$ cat config.mk
export PLATFORM = sky130hd
export DESIGN_NAME = pattern_generator
export DESIGN_NICKNAME = d
export VERILOG_FILES = /design/src/rtl/pattern_generator_pkg.sv /design/src/rtl/pattern_serializer.sv /design/src/rtl/pattern_generator.sv
export SDC_FILE = /design/constraint.sdc
export NUM_CORES = 1
export LEC_CHECK = 0
export ABC_AREA = 1
export CORE_MARGIN = 10
export CORE_UTILIZATION = 55
export CTS_CLUSTER_DIAMETER = 60
export CTS_CLUSTER_SIZE = 14
export DETAILED_ROUTE_END_ITERATION = 7
export GPL_ROUTABILITY_DRIVEN = 1
export PLACE_DENSITY_LB_ADDON = 0.08
export SLEW_MARGIN = 10
export SYNTH_ARGS = -nofsm -noshare
export SYNTH_HDL_FRONTEND = slang
export SYNTH_SLANG_ARGS = --single-unit
$ cat constraint.sdc
create_clock -name clk_i -period 2.7 [get_ports clk_i]
set_input_delay 0.54 -clock clk_i [delete_from_list [all_inputs] [get_ports clk_i]]
set_output_delay 0.54 -clock clk_i [all_outputs]
set_load 0.02 [all_outputs]
$ cat src/rtl/pattern_generator_pkg.sv
// Shared definitions for the pattern generator.
// Holds the 2-bit FSM state encoding and the default width constants
// used by pattern_generator and pattern_serializer.
package pattern_generator_pkg;

  localparam int PAT_W_DEF = 8;  // default maximum pattern length in bits
  localparam int REP_W_DEF = 8;  // default repeat-counter width

  localparam logic [1:0] S_IDLE  = 2'd0;
  localparam logic [1:0] S_SHIFT = 2'd1;
  localparam logic [1:0] S_GAP   = 2'd2;
  localparam logic [1:0] S_DONE  = 2'd3;

endpackage

$ cat src/rtl/pattern_serializer.sv
// Bit-index datapath for the pattern generator.
// Holds the captured pattern, its length and the current bit index.
// Ports:
//   clk, rst_n   clock and synchronous active-low reset
//   load         capture pattern/len and restart at bit index 0
//   advance      step to the next bit, wrapping to 0 after the last one
//   pattern      pattern bits (low len bits used, MSB of that field first)
//   len          pattern length in bits
//   next_bit     bit that will be current after this clock edge
//                (lets the top register data_o without a cycle of lag)
//   last         current bit index is len-1
module pattern_serializer
  import pattern_generator_pkg::*;
#(
  parameter int PAT_W = PAT_W_DEF
) (
  input  logic                       clk,
  input  logic                       rst_n,
  input  logic                       load,
  input  logic                       advance,
  input  logic [PAT_W-1:0]           pattern,
  input  logic [$clog2(PAT_W+1)-1:0] len,
  output logic                       next_bit,
  output logic                       last
);

  localparam int LEN_W = $clog2(PAT_W+1);

  logic [PAT_W-1:0] pat_q, pat_d;
  logic [LEN_W-1:0] len_q, len_d;
  logic [LEN_W-1:0] cnt_q, cnt_d;
  logic [LEN_W-1:0] idx;
  logic [PAT_W-1:0] shifted;

  assign last = (cnt_q == len_q - LEN_W'(1));

  // NOTE: every signal written here gets a default first so no path
  // leaves it unassigned, which would otherwise infer a latch.
  always_comb begin
    pat_d = pat_q;
    len_d = len_q;
    cnt_d = cnt_q;
    if (load) begin
      pat_d = pattern;
      len_d = len;
      cnt_d = '0;
    end else if (advance) begin
      cnt_d = last ? '0 : cnt_q + LEN_W'(1);
    end
    // MSB of the used field goes out first: index len-1-cnt.
    // A shift avoids an over-wide part-select index.
    idx      = len_d - LEN_W'(1) - cnt_d;
    shifted  = pat_d >> idx;
    next_bit = shifted[0];
  end

  // NOTE: sequential state uses non-blocking assignments so every
  // register samples pre-edge values regardless of statement order.
  always_ff @(posedge clk) begin
    if (!rst_n) begin
      pat_q <= '0;
      len_q <= '0;
      cnt_q <= '0;
    end else begin
      pat_q <= pat_d;
      len_q <= len_d;
      cnt_q <= cnt_d;
    end
  end

endmodule

$ cat src/rtl/pattern_generator.sv
// Serial pattern generator: transmits the low len_i bits of pattern_i,
// MSB first, repeat_i times, then pulses done_o.
// Optional feature macro: PATTERN_GENERATOR_GAP_EN inserts one idle GAP
// cycle between consecutive repetitions.
// Ports:
//   clk_i      clock, rising edge
//   reset_i    synchronous active-low reset
//   start_i    start request, sampled only in IDLE
//   abort_i    abandon the current transmission (no done_o)
//   pattern_i  pattern bits; len_i  length; repeat_i  repetition count
//   data_o     registered serial data (0 whenever valid_o is 0)
//   valid_o    registered, data_o carries a pattern bit
//   busy_o     registered, transmission in progress (SHIFT or GAP)
//   done_o     registered one-cycle completion pulse
module pattern_generator
  import pattern_generator_pkg::*;
#(
  parameter int PAT_W = PAT_W_DEF,
  parameter int REP_W = REP_W_DEF
) (
  input  logic                       clk_i,
  input  logic                       reset_i,
  input  logic                       start_i,
  input  logic                       abort_i,
  input  logic [PAT_W-1:0]           pattern_i,
  input  logic [$clog2(PAT_W+1)-1:0] len_i,
  input  logic [REP_W-1:0]           repeat_i,
  output logic                       data_o,
  output logic                       valid_o,
  output logic                       busy_o,
  output logic                       done_o
);

  localparam int LEN_W = $clog2(PAT_W+1);

  logic [1:0]       state, state_nxt;
  logic [REP_W-1:0] rep_cnt, rep_cnt_nxt;
  logic [REP_W-1:0] rep_tgt, rep_tgt_nxt;
  logic             load, advance;
  logic             next_bit, last;
  logic             bad_req;

  // Degenerate requests finish immediately without any valid_o cycle.
  assign bad_req = (len_i == '0) || (len_i > LEN_W'(PAT_W)) || (repeat_i == '0);

  pattern_serializer #(
    .PAT_W (PAT_W)
  ) u_serializer (
    .clk      (clk_i),
    .rst_n    (reset_i),
    .load     (load),
    .advance  (advance),
    .pattern  (pattern_i),
    .len      (len_i),
    .next_bit (next_bit),
    .last     (last)
  );

  always_comb begin
    state_nxt   = state;
    rep_cnt_nxt = rep_cnt;
    rep_tgt_nxt = rep_tgt;
    load        = 1'b0;
    advance     = 1'b0;
    case (state)
      S_IDLE: begin
        // Abort outranks start when both arrive together.
        if (start_i && !abort_i) begin
          load        = 1'b1;
          rep_tgt_nxt = repeat_i;
          rep_cnt_nxt = '0;
          state_nxt   = bad_req ? S_DONE : S_SHIFT;
        end
      end
      S_SHIFT: begin
        if (abort_i) begin
          state_nxt = S_IDLE;
        end else begin
          advance = 1'b1;
          if (last) begin
            rep_cnt_nxt = rep_cnt + REP_W'(1);
            if (rep_cnt == rep_tgt - REP_W'(1)) begin
              state_nxt = S_DONE;
            end else begin
`ifdef PATTERN_GENERATOR_GAP_EN
              state_nxt = S_GAP;
`else
              state_nxt = S_SHIFT;
`endif
            end
          end
        end
      end
      S_GAP:   state_nxt = abort_i ? S_IDLE : S_SHIFT;
      S_DONE:  state_nxt = S_IDLE;
      default: state_nxt = S_IDLE;
    endcase
  end

  // Outputs are registered from the next-state decode so they line up
  // with the state they describe.
  // NOTE: datapath and output registers are reset along with the FSM so
  // no stale value reaches the pins after a mid-transmission reset.
  always_ff @(posedge clk_i) begin
    if (!reset_i) begin
      state   <= S_IDLE;
      rep_cnt <= '0;
      rep_tgt <= '0;
      data_o  <= 1'b0;
      valid_o <= 1'b0;
      busy_o  <= 1'b0;
      done_o  <= 1'b0;
    end else begin
      state   <= state_nxt;
      rep_cnt <= rep_cnt_nxt;
      rep_tgt <= rep_tgt_nxt;
      data_o  <= (state_nxt == S_SHIFT) && next_bit;
      valid_o <= (state_nxt == S_SHIFT);
      busy_o  <= (state_nxt == S_SHIFT) || (state_nxt == S_GAP);
      done_o  <= (state_nxt == S_DONE);
    end
  end

endmodule

==> results <==
- The flow ran to the end, and the final reports show no timing, DRC or antenna violations.
- The total negative setup slack is 0 ns.
- The instance count on the critical path is 19.
- The internal power summed over all cells is 0.963 mW.
- In this run the worst setup path begins at u_serializer.len_q[0].
- For this run, the post-layout net count is 429.
- The number of hold violations in the final report was 0.
- The first-pass iteration count of the detailed router is 4.
- The total global routing track utilization is 0.152.
- For this run, asynchronously set or reset flops after synthesis account for 0.
- The die is 84.5 um wide.
- The largest buffer count on any clock path is 2.
- For this design the ratio of total power to cell area is slightly below 500 mW/mm2.
- The flip-flop and latch count after synthesis is 38.
- The leakage power total is 1.37 nW.
- The die area is between 0.007 and 0.008 mm2.
- Of the total synthesized cell area, the portion taken by full adders, half adders and majority gates is 0.0580.
- The share of the Yosys chip area taken by registers is 0.332.
- The critical path contains buffers and inverters numbering 5 combined.
- The DRC marker count from the first detailed-route iteration is between 60 and 70.
- Along the worst hold path, the cell count comes to 2.
- The total area inside the core boundary comes to 0.00400 mm2.
- The dominant combinational cell family by area after synthesis is simple AND/OR/NAND/NOR gates.
- Of the total synthesized cell area, the portion taken by XOR and XNOR cells is 0.0306.
- The reported max-cap violation count is 0.
- The kind of end point of the critical path is a register.
- Counting instances in the post-synthesis netlist gives the leading cell types as 80 x sky130_fd_sc_hd__nand2_1, 45 x sky130_fd_sc_hd__nor2_1, 42 x sky130_fd_sc_hd__nand3_1.
- The most used standard cell by instance count after synthesis is sky130_fd_sc_hd__nand2_1.
- The post-synthesis instance area is between 0.002 and 0.0025 mm2.
- After global routing the overflow that remains totals 0.
- The count of unresolved DRC violations after routing is 0.
- For flop-to-flop paths, the worst setup slack is 0.15 ns.
- Of the total power, the share spent switching nets is 0.307.
- The filler cells instantiated in the layout total 349.
- At the worst endpoint, the required time is 2.89 ns.
- TritonCTS built the clock tree.
- The highest clock frequency the design can meet is 392 MHz.
- The kind of start point of the critical path is a register.
- Once placement finished, the instance area stood at 0.00274 mm2.
- The largest clock skew in the final design is 0.00353 ns.
- After detailed routing, the number of vias per cell comes to 5.08.
- The net count after synthesis is 380.
- STA puts the critical path data arrival time at approximately 2.7 ns.
- The final critical delay including setup and external delays is around 2.5 ns.
- The synthesized-area fraction occupied by ao, oa, aoi and oai cells came to 0.101.
- The average instance in the mapped netlist occupies 6.61 um2.
- The largest vdd supply drop is approximately 0.28 mV.
- In this run, synthesis inferred 0 flip-flops with an integrated enable.
- Among all flip-flop cells after synthesis, the most frequent one is sky130_fd_sc_hd__dfxtp_1.
- The number of warnings printed during yosys synthesis is 0.
- The count of standard-cell rows is 23.
- Entering global routing, the biggest net connects 24 pins.
- The number of library cell types mapped by synthesis is 34.
- The number of vias after detailed routing is 2264.
- In the final routed layout, each cell accounts on average for 11.8 um.
- In this run the clock root is driven by a sky130_fd_sc_hd__clkbuf_8.
- Counting every instance in the synthesized netlist gives ~350.
- Of the total synthesized cell area, the portion taken by AND, OR, NAND and NOR gates is 0.377.
- The mux contribution to synthesized area is 0.
- The combinational group share of total power is 0.272.
- Detailed placement ended at an HPWL of 4.28 mm.
- The final setup violation count is 0.
- The share of total power dissipated in sequential elements is 0.434.
- In the post-synthesis netlist, the biggest area contributors are sky130_fd_sc_hd__dfxtp_1 33%, sky130_fd_sc_hd__nand2_1 13%, sky130_fd_sc_hd__nand3_1 9.2%, sky130_fd_sc_hd__nor2_1 7.4%, sky130_fd_sc_hd__inv_1 6.7%.
- The global-route wire length before repair is a little over 9 mm.
- Compared with the post-synthesis result, the final layout area differs by 25.9%.
- The largest single stage delay on the critical path is 0.57 ns.
- After routing the design area is just under 0.003 mm2.
- Walking the worst path, the cells encountered are inv_4 > ha_4 > inv_2 > nand2_1 > nand2_2 > nand3_2 > nor2_4 > nand2_4 > nand2_8 > inv_4 > nand3b_1 > ha_2 > inv_2 > fa_2 > inv_2 > nand3_1 > nand3_1 > nand3_1 > nor2_1.
- The worst register-to-register path begins at u_serializer.len_q[0].
- During placement, the flow inserted port buffers numbering 27.
- The count of final max-slew check failures is 0.
- In this run the worst setup path terminates at data_o.
- The classification of the worst-slack hold path is register to register.
- The cell family contributing the most delay on the critical path is adder cells.
- Of the available clock period, the critical path in the final layout requires 0.944.
- The weighted congestion reported at the end of routability-driven placement is 0.847.
- At the end of the flow the core is filled with cells to 0.720.
- The H-tree generated during clock tree synthesis spans 2 levels.
- The largest individual stage delay along the critical path comes from the cell sky130_fd_sc_hd__fa_2.
- Across all hold checks on the routed design, the worst slack comes to between 0.4 and 0.5 ns.
- The count of antenna diodes in the layout is 0.
- The measured slew at the worst slew-check pin is 0.355 ns.
- Buffers inserted during clock tree synthesis total 5.
- The worst register-to-register path ends at data_o.
- The proportion of power drawn by the clock network is 0.295.
- The share of synthesized area in the top cell type comes to 0.332.
- After clock tree synthesis, the clock-pin slew on the worst setup and hold paths is roughly 0.080 ns.
- The worst pin sits at a relative slew slack of 0.763.
- The initial antenna violation count came to 0.
- The critical path is of the register to register type.
- Along the worst path, the maximum fanout reaches 4.
- The overall routed net length is 5.28 mm.
- In this run the vertical extent of the chip is roughly 85 um.
- Once detail routing completed, the nets flagged for antenna violations numbered 0.
- Measured in cells, the most critical reg-to-reg path has a length of 19.
- The number of top-level design ports is 28.
- The power spent charging and discharging nets is 0.428 mW.
- The number of global-route vias before repair is 2196.
- sky130_fd_sc_hd__dfxtp_1 takes more of the synthesized area than any other cell.
- At the later pin of the worst-skew pair, clock insertion delay measures 0.29 ns.
- For this configuration, the core starts out at a cell density of 0.572.
- The fraction of layout instances using a drive strength above 1 is 0.159.
- Counting every sink on the clock net gives 38.
cell families (layout without fill, tap and decap cells):
logic type / after synthesis / count (layout)
xor+xnor: 8 / 8
simple gates: 188 / 188
fa+ha+maj: 10 / 10
compound gates: 44 / 44
buf+inv: 58 / 108
flops: 38 / 38
flip-flops by register name (all words and copies together) (netlist names):
signal              count
rep_cnt                 8
rep_tgt                 8
u_serializer.pat_q      8
u_serializer.cnt_q      4
u_serializer.len_q      4
state                   2
busy_o                  1
data_o                  1
done_o                  1
valid_o                 1
cells in the final DEF, fill, tap and decap left out, drive strengths merged, types with 2 or more instances in the layout:
cell type and n:
a211oi 2, a21oi 23, buf 22, clkbuf 6, clkdlybuf4s50 26, clkinv 2
dfxtp 38, ha 9, inv 50, nand2 84, nand3 43, nand3b 3
nand4 3, nor2 51, nor3 2, o21ai 16, xnor2 4, xor2 4
what timing repair did:
| action | 4_1_cts | 5_1_grt |
|---|---|---|
| buffers inserted | 0 | 1 |
| setup endpoints to repair | 1 | 1 |
| gates resized for setup | 1 | 14 |
| pin swaps | 0 | 5 |
| hold buffers | 0 | 0 |
per-stage QoR:
stage / total power [mW] / setup slack, ns / instances
2_1_floorplan: 0.851 / 0.274 / 346
3_3_place_gp: 0.970 / -0.222 / 437
3_5_place_dp: 0.978 / -0.313 / 437
4_1_cts: 1.39 / 0.0834 / 445
5_1_grt: 1.48 / -0.00600 / 446
6_report: 1.39 / 0.152 / 446
tightest hold or removal path, delay by kind of cell, from the launching register on:
family	cells	cell delay, ns
flops	1	0.30
simple gates	1	0.07
compound gates	1	0.06
power by group through the flow:
| stage | Sequential [mW] | Combinational [mW] | Clock [mW] |
|---|---|---|---|
| 6_report | 0.603 | 0.378 | 0.410 |
| 5_1_grt | 0.605 | 0.433 | 0.444 |
| 4_1_cts | 0.602 | 0.363 | 0.422 |
| 3_5_place_dp | 0.615 | 0.362 | 0 |
| 3_3_place_gp | 0.614 | 0.356 | 0 |
| 2_1_floorplan | 0.614 | 0.237 | 0 |
metal layers:
metal  global-route usage  vias up  wire length, um
met5                    0        -                0
met4               0.0614        0               92
met3               0.0357       11              165
met2                0.272       29             2710
met1                0.168     1023             2310
li1                     -     1201                -
final cells by class:
| cell class | instances | area [um2] | area share |
|---|---|---|---|
| Multi-Input combinational cell | 250 | 1330 | 0.462 |
| Sequential cell | 38 | 762 | 0.264 |
| Timing Repair Buffer | 49 | 434 | 0.151 |
| Inverter | 51 | 196 | 0.0682 |
| Clock buffer | 6 | 82.6 | 0.0287 |
| Tap cell | 50 | 62.6 | 0.0217 |
| Clock inverter | 2 | 12.5 | 0.00434 |
how the worst min path moves through the flow:
stage / start / endpoint / slack, ns
after global routing: u_serializer.pat_q[4] / u_serializer.pat_q[4] / 0.50
after global placement: u_serializer.pat_q[6] / u_serializer.pat_q[6] / 0.46
after detailed placement: u_serializer.pat_q[1] / u_serializer.pat_q[1] / 0.47
final: u_serializer.pat_q[4] / u_serializer.pat_q[4] / 0.47
after floorplan: u_serializer.pat_q[1] / u_serializer.pat_q[1] / 0.45
after CTS: u_serializer.pat_q[1] / u_serializer.pat_q[1] / 0.48
Note: power is estimated with default switching activity, not from simulation.
==> patch: new RTL, same flow settings <==
`REP_W_DEF`: 8 -> 10.
--- a/src/rtl/pattern_generator_pkg.sv
+++ b/src/rtl/pattern_generator_pkg.sv
@@ -4,7 +4,7 @@
 package pattern_generator_pkg;
 
   localparam int PAT_W_DEF = 8;  // default maximum pattern length in bits
-  localparam int REP_W_DEF = 8;  // default repeat-counter width
+  localparam int REP_W_DEF = 10;  // default repeat-counter width
 
   localparam logic [1:0] S_IDLE  = 2'd0;
   localparam logic [1:0] S_SHIFT = 2'd1;
Interface: changed (resized repeat_i); port bits go from 28 to 30. No check against the original RTL was run, so the function may have changed too.
==> patch against the unedited design <==
  * Synthesized area is 13% higher
  * Setup slack gained 0.039 ns
  * First-iteration DRC count up 31%
  * Routed wire length increased by 17%
  * Sequential cell count grew 4
  * Power grew 21%
  * Clock power up 46%
  * Global-route usage increased by 1.0 points
  * Register-to-register slack gained 0.09 ns
  * Final area increased by 9.8%
  * Critical path type is now in -> reg
  * Largest cell class unchanged
==> patch: results (changes against the unedited design) <==
==================================================================================
Distinct cells, synth                                                           32   -5.9%
Maximum number of pins on one net before global-route repair                    30   +25%
Cell with the biggest individual delay on the critical path                   fa_1
Number of buffers created by CTS                                                 5   unchanged
Number of DRC markers in iteration 0                                            80   +31%
Worst-Skew Late Latency                                                    0.30 ns
Global-route usage over all layers                                           0.163   +0.0103
Number of placed cells counting well taps                                      488   +12%
Final estimated routing congestion in global placement                       0.863   +1.9%
Delay of the slowest cell on the worst path                                0.59 ns   +0.02 ns
IR Drop Worst-Case VDD                                                  0.000374 V   +35%
Mapped Avg Cell Area                                                    6.44 sq um   -2.6%
Antenna violations before repair                                                 0   unchanged
Detailed Route WL                                                          6180 um   +17%
Sequential-to-total area share from yosys stat                               0.325   -0.00700
Number of nets in the final layout                                             479   +12%
Largest registers                                                     rep_cnt x10, rep_tgt x10, u_serializer.pat_q x8
CTS Root Cell                                                             clkbuf_8
Initial DRT Pass Iterations                                                      4   unchanged
R2R Setup Slk                                                              0.24 ns   +0.09 ns
Worst rel slew slack                                                         0.631   -0.132
Number of inserted diodes                                                        0   unchanged
Main flop type after synthesis                                             dfxtp_1
Clock transition at the registers of the reported paths                    0.09 ns
Mapped Nets                                                                    436   +15%
Final routed wire length divided by cell count                             12.4 um   +5.0%
DPL Wire Length                                                            4770 um   +11%
Via count of the first global-routing pass                                    2400   +9.3%
Share of flip-flops with an asynchronous set or reset                            0   unchanged
Result of the run                                                     complete, no violations
Total number of vias                                                          2530   +12%
Class of the tightest hold or removal check                             reg -> reg
Most used standard cells in the synthesized netlist                   101 x nand2_1, 65 x nor2_1, 57 x inv_1, 42 x dfxtp_1, 31 x o21ai_0
Yosys Warn Count                                                                 0   unchanged
H-tree level count                                                               2   unchanged
Layout filler cell count                                                       392   +12%
Wire length of the first global-routing pass                              10400 um   +12%
Synth area leaders                                                    dfxtp_1 33%, nand2_1 15%, nor2_1 9.4%
Number of input and output port buffers inserted                                29   +7.4%
Reported leakage power                                                     1.47 nW   +7.1%
Post-route worst hold slack                                               0.487 ns   +0.0160 ns
Max clock buf depth                                                              2   unchanged
Largest fanout on the critical path                                             10   +6
Post-Route Skew                                                          0.0150 ns   +0.0114 ns
Share of final-layout standard cells stronger than drive strength 1         0.0921   -0.0670
==================================================================================
[patch: final timing paths]
path,from,end,depth (start not counted)
setup / recovery,start_i,data_o,13
setup reg to reg,u_serializer.len_q[0],data_o,14
hold reg to reg,rep_tgt[1],rep_tgt[1],2
hold / removal,rep_tgt[1],rep_tgt[1],2
[patch: final cells by class]
type | instances | area, sq um | area share
Sequential cell | 42 | 841 | 0.266
Clock buffer | 5 | 68.8 | 0.0217
Multi-Input combinational cell | 292 | 1490 | 0.470
Clock inverter | 3 | 68.8 | 0.0217
Inverter | 57 | 214 | 0.0676
Tap cell | 52 | 65.1 | 0.0206
Timing Repair Buffer | 46 | 420 | 0.133
[patch: report_power, final]
group	switching, mW	leakage, nW	internal (mW)
clock network	0.228	0.0683	0.371
logic	0.227	1.06	0.182
registers	0.0200	0.343	0.649
total	0.475	1.47	1.20
[patch: critical path, delay by kind of cell]
kind,cells,cell delay [ns]
simple gates,7,0.70
fa+ha+maj,1,0.59
buf+inv,5,0.89
[patch: logic make-up after synthesis]
group | count (synthesis) | share of synthesized area
buffers and inverters | 67 | 0.117
DFF | 42 | 0.325
and+or+nand+nor | 217 | 0.363
xor gates and xnor gates | 10 | 0.0339
AOI/OAI and AO/OA | 56 | 0.115
adders and majority gates | 9 | 0.0465
[patch: routing by layer]
layer,vias to the layer above,share of wire,GRT usage
li1,1347,-,-
met1,1133,0.43,0.178
met2,41,0.53,0.301
met3,9,0.029,0.0331
met4,0,0.016,0.0587
met5,-,0,0
[patch: what timing repair did]
action / CTS / global route
gates resized for setup: 0 / 10
setup buffers: 0 / 1
setup endpoints to repair: 0 / 1
[patch: metrics by stage]
stage                     setup WS (ns)  instance area, sq um   util
after floorplan                   0.253                  2580      -
after detailed placement         -0.226                  2970  0.669
after global placement           -0.113                  2970  0.669
after global routing             0.0139                  3160  0.712
final                             0.191                  3160  0.712
after CTS                        0.0896                  3110  0.700
